### config.mk
export PLATFORM = sky130hd
export DESIGN_NAME = flit_inject
export DESIGN_NICKNAME = d
export VERILOG_FILES = /design/src/rtl/flit_inject.sv
export SDC_FILE = /design/constraint.sdc
export NUM_CORES = 1
export LEC_CHECK = 0
export CORE_ASPECT_RATIO = 1.25
export CORE_UTILIZATION = 57
export CTS_CLUSTER_DIAMETER = 150
export DETAILED_ROUTE_END_ITERATION = 8
export PLACE_DENSITY = 0.81
export SLEW_MARGIN = 20
export SYNTH_ARGS = -nofsm -noshare
export SYNTH_HDL_FRONTEND = slang
export SYNTH_SLANG_ARGS = --single-unit
### constraint.sdc
create_clock -name clk -period 5.85 [get_ports clk]
set_clock_uncertainty 0.15 [all_clocks]
set_input_delay 1.17 -clock clk [delete_from_list [all_inputs] [get_ports clk]]
set_output_delay 1.17 -clock clk [all_outputs]
set_load 0.1 [all_outputs]
### src/rtl/flit_inject.sv
`default_nettype none
// +--------------------------------------------------------------------------+
// | flit_inject : buffers local flits and injects them into idle link slots   |
// | Revision    : 1.0                                                         |
// +--------------------------------------------------------------------------+

module flit_inject #(
  parameter int         FIFO_DEPTH   = 4,
  parameter int         STARVE_LIMIT = 8,
  parameter logic [9:0] IDLE_FLIT    = 10'h1C0
) (
  input  logic       clk,
  input  logic       rst_n,
  input  logic [9:0] link1,
  input  logic [9:0] link2,
  input  logic       loc_valid,
  input  logic [8:0] loc_data,
  output logic       loc_ready,
  output logic [9:0] out1,
  output logic [9:0] out2,
  output logic       starved,
  output logic       drop_err
);

  localparam int            AW         = (FIFO_DEPTH > 1) ? $clog2(FIFO_DEPTH) : 1;
  localparam int            CW         = $clog2(FIFO_DEPTH) + 1;
  localparam int            SW         = $clog2(STARVE_LIMIT + 1);
  localparam logic [CW-1:0] FULL_CNT   = CW'(FIFO_DEPTH);
  localparam logic [SW-1:0] STARVE_MAX = SW'(STARVE_LIMIT);
  localparam logic [2:0]    IDLE_DEST  = 3'b111;

  logic [8:0]    mem_q [FIFO_DEPTH];
  logic [8:0]    mem_d [FIFO_DEPTH];
  logic [AW-1:0] wr_ptr_q, wr_ptr_d;
  logic [AW-1:0] rd_ptr_q, rd_ptr_d;
  logic [CW-1:0] count_q, count_d;
  logic [SW-1:0] starve_q, starve_d;
  logic [9:0]    out1_q, out1_d;
  logic [9:0]    out2_q, out2_d;
  logic          drop_q, drop_d;

  logic       fifo_empty;
  logic       fifo_full;
  logic       push;
  logic       drop;
  logic       store;
  logic       link1_idle;
  logic       link2_idle;
  logic       inj1;
  logic       inj2;
  logic       pop;
  logic       golden;
  logic [8:0] head;

  assign fifo_empty = (count_q == '0);
  assign fifo_full  = (count_q == FULL_CNT);
  assign loc_ready  = !fifo_full;

  // Flits addressed to the idle destination would be indistinguishable from
  // an empty slot downstream, so they are swallowed instead of stored.
  assign push  = loc_valid && !fifo_full;
  assign drop  = push && (loc_data[8:6] == IDLE_DEST);
  assign store = push && !drop;

  assign link1_idle = !link1[9] && (link1[8:6] == IDLE_DEST);
  assign link2_idle = !link2[9] && (link2[8:6] == IDLE_DEST);

  assign head   = mem_q[rd_ptr_q];
  assign inj1   = !fifo_empty && link1_idle;
  assign inj2   = !fifo_empty && !link1_idle && link2_idle;
  assign pop    = inj1 || inj2;
  assign golden = (starve_q == STARVE_MAX);

  always_comb begin
    out1_d = link1;
    out2_d = link2;
    if (inj1) begin
      out1_d = {golden, head};
    end else if (inj2) begin
      out2_d = {golden, head};
    end

    for (int i = 0; i < FIFO_DEPTH; i++) begin
      mem_d[i] = mem_q[i];
      if (store && (wr_ptr_q == AW'(i))) begin
        mem_d[i] = loc_data;
      end
    end

    wr_ptr_d = store ? wr_ptr_q + AW'(1) : wr_ptr_q;
    rd_ptr_d = pop   ? rd_ptr_q + AW'(1) : rd_ptr_q;

    count_d = count_q;
    case ({store, pop})
      2'b10:   count_d = count_q + CW'(1);
      2'b01:   count_d = count_q - CW'(1);
      default: count_d = count_q;
    endcase

    // Counts only cycles where a queued flit was actually blocked.
    starve_d = starve_q;
    if (fifo_empty || pop) begin
      starve_d = '0;
    end else if (starve_q != STARVE_MAX) begin
      starve_d = starve_q + SW'(1);
    end

    drop_d = drop;
  end

  always_ff @(posedge clk or negedge rst_n) begin
    if (!rst_n) begin
      for (int i = 0; i < FIFO_DEPTH; i++) begin
        mem_q[i] <= '0;
      end
      wr_ptr_q <= '0;
      rd_ptr_q <= '0;
      count_q  <= '0;
      starve_q <= '0;
      out1_q   <= IDLE_FLIT;
      out2_q   <= IDLE_FLIT;
      drop_q   <= 1'b0;
    end else begin
      for (int i = 0; i < FIFO_DEPTH; i++) begin
        mem_q[i] <= mem_d[i];
      end
      wr_ptr_q <= wr_ptr_d;
      rd_ptr_q <= rd_ptr_d;
      count_q  <= count_d;
      starve_q <= starve_d;
      out1_q   <= out1_d;
      out2_q   <= out2_d;
      drop_q   <= drop_d;
    end
  end

  assign out1     = out1_q;
  assign out2     = out2_q;
  assign starved  = (starve_q == STARVE_MAX);
  assign drop_err = drop_q;

endmodule

`default_nettype wire

==> results.ini <==
[logic_synthesis]
synth_cell_types=34
synth_fa_ha_area_share_pct=3.41
netlist_instances=190
synth_area_per_cell_sq_um=16.6
ys_seq_elements=68
synthMuxAreaShare_pct=29.9
synth.largest_area_cell=dfrtp_1
yosys_warnings=0
synthSimpleGateAreaFrac_pct=6.81
synth_compound_gate_area_share_pct=1.58
synth_area_leaders=dfrtp_1 49%, mux2_4 17%, mux4_2 6.4%
yosys.area_share.xor_xnor_pct=2.50
syn-cell-area_sq_um=3160
synth_top_area_share_pct=49.1
synth_top_family_by_area=multiplexers
synth_nets=230
ys_seq_area_share_pct=54.1

[job]
maxCapViolCount=0

[route]
num_vias=1736
wire_per_inst_microns=17.9
ant_nets=0
drc_errors=0
drt_iter0_markers=69
drt-pass1-iter-count=4
vias_per_cell=5.46
drt-total-wl_microns=5700

[global_routing]
gr-total-overflow=0
grt_pass1_wl_microns=9290
first_global_vias=1895
grtUsageMet1_pct=31.1
antenna_found_initial=0
gr-usage-met3_pct=4.97
grt_max_degree=69
grt_util_met2_pct=33.8
grtUsageTotal_pct=22.2
grt-busiest-layer=met2

[clock_network]
cts_setup_buffers=0
holdBufCountCts=0
clock-sinks=68
htree_levels=3
clk_pin_slew_worst_paths_ns=0.07
cts_resized=0
numCtsBuffers=9
clock-root-buffer=clkbuf_8
cts_tree=done
cts_buffer_depth=2
clock_latency_ns=0.33

[pwr]
ir_drop_mv=0.302
power_mw=2.03
power_frac_seq_pct=39.6
power_switching_mw=0.685
p_clk_share_pct=20.4
switching_share_pct=33.8
pwr-share-comb_pct=39.9
p_int_mw=1.34
p_per_area_nw_per_um2=511
p_leak_nw=1.80

[sta]
worst_slack_ns=2.08
maxSlewViolCount=0
max_clock_freq_mhz=265
worst_slew_pin_slew_ns=0.981
rsz0062_at_grt=false
relSlewSlack_pct=34.4
fin_crit_ns=3.77
tns_ns=0
finalHoldViolCount=0
hold-worst-slack_ns=0.353
finalCritPeriodShare_pct=64.4
setup_viol=0

[place]
place_congestion=0.703
dp_hpwl_microns=3860
portBuffers=54
dp_slack_ns=2.32

[min_path]
hold_path_class=register to register

[setup_path]
timing.critical_path.arrival_ns=2.45
timing.critical_path.buf_inv=1
critPathSlowestCell=clkdlybuf4s50_1
cp-start-kind=register
worstPathCellList=or3b_1, clkdlybuf4s50_1
r2r_slack_ns=3.43
worstSetupPathType=register to output pin
worstPathMaxFanout=7
endpoint_kind=output pin
critPathMaxStageDelay_ns=1.22
critPathTopFamily=buffers and inverters
crit_required_ns=4.53

[floorplanning]
die-area_sq_um=5840
start_util_pct=60.9
io_pins=55
core_sq_um=5190
die_h_microns=85.2
rows=29
die_w_microns=68.6

[finish]
syn_to_final_growth_pct=25.7
fillers=333
register_area_sq_um=1710
final_nets=291
drive_gt1_share_pct=33.2
antenna_cells=0
multiInputGateArea_sq_um=1400

[run_status]
outcome=completed

metal layers:
layer | part of all wire, % | vias to the layer above | routed length, microns
met2 | 49 | 37 | 2810
met4 | 0.90 | 0 | 51
met5 | 0 | - | 0
met1 | 46 | 888 | 2620
li1 | - | 806 | -
met3 | 3.8 | 5 | 214
final timing paths:
check	start	endpoint	cells after the start
setup reg to reg	count_q[1]	count_q[1]	5
hold / removal	count_q[2]	count_q[2]	1
hold reg to reg	count_q[2]	count_q[2]	1
max in group asynchronous	rst_n	out2[3]	2
setup / recovery	count_q[0]	loc_ready	2
min in group asynchronous	rst_n	mem_q[8]	2
through the flow:
step                      std cells  utilization, %  area [sq um]
after floorplan                 190               -          3160
after global placement          302            72.3          3750
after detailed placement        302            72.3          3750
after CTS                       318            76.5          3970
after global routing            318            76.5          3970
final                           318            76.5          3970
power groups by stage:
stage	logic [mW]	registers, mW	clock network (mW)
finish	0.811	0.804	0.414
detailed placement	0.811	0.809	0
floorplan	0.580	0.853	0
global placement	0.797	0.800	0
global route	0.867	0.829	0.448
CTS	0.816	0.804	0.426
cell type report:
type / instances / area share, %
tap: 62 / 1.95
clock buffer: 11 / 3.56
multi-input combinational: 111 / 35.2
sequential: 68 / 43.1
inverter: 5 / 0.473
timing repair buffer: 56 / 13.9
clock inverter: 5 / 1.89
kinds of logic after synthesis:
group	Yosys count
AO/OA/AOI/OAI	7
XOR/XNOR	9
adder cells (fa/ha/maj)	8
buffers and inverters	11
flip-flops	68
multiplexers	63
AND/OR/NAND/NOR	24
sequential cells by signal, indices dropped and copies added, names as in the netlist:
name      count
count_q       3
starve_q      4
out2         10
drop_err      1
wr_ptr_q      2
rd_ptr_q      2
out1         10
mem_q        36
worst register-to-register path: cells and delay by family (launching register included):
| kind | cells | cell delay, ns |
|---|---|---|
| adder cells (fa/ha/maj) | 2 | 0.64 |
| flip-flops | 1 | 0.44 |
| multiplexers | 1 | 0.27 |
| AND/OR/NAND/NOR | 2 | 0.81 |
synthesized netlist by cell type:
cell and instances:
a211oi_1 1, a21o_1 2, a21oi_1 1, and3b_1 1, buf_1 1, buf_2 3
buf_6 1, clkbuf_1 1, dfrtp_1 62, dfstp_2 6, fa_1 1, ha_1 7
inv_1 5, mux2_1 10, mux2_2 7, mux2_4 36, mux2i_1 1, mux4_2 9
nand2_1 2, nand3_1 1, nand3_2 2, nand3b_1 1, nand4_4 4, nand4b_1 2
nor2_1 5, nor2_2 1, nor3_2 1, nor3b_1 1, nor4_1 1, o21a_1 3
or2_2 1, or3b_1 1, xnor2_1 6, xor2_1 3
cell usage in the layout (no fill, tap or decap):
master           synthesis  final
mux2i_1                  1      1
mux2_2                   7      7
nand4_4                  4      4
a211oi_1                 1      1
mux2_1                  10     10
clkdlybuf4s50_1          0     53
xnor2_1                  6      6
buf_2                    3      1
nor2_2                   1      1
nor2_1                   5      5
clkinv_2                 0      3
buf_4                    0      2
a21oi_1                  1      1
clkbuf_1                 1      1
mux2_4                  36     36
clkbuf_8                 0     10
nand3_1                  1      1
a21o_1                   2      2
or2_2                    1      1
mux4_2                   9      9
inv_1                    5      5
and3b_1                  1      1
nand3_2                  2      2
dfrtp_1                 62     62
dfstp_2                  6      6
bufinv_16                0      2
or3b_1                   1      1
nand3b_1                 1      1
ha_1                     7      7
nand2_1                  2      2
nand4b_1                 2      2
xor2_1                   3      3
o21a_1                   3      3
fa_1                     1      1
nor4_1                   1      1
nor3_2                   1      1
nor3b_1                  1      1
No activity file was read; power rests on OpenSTA's default activity.
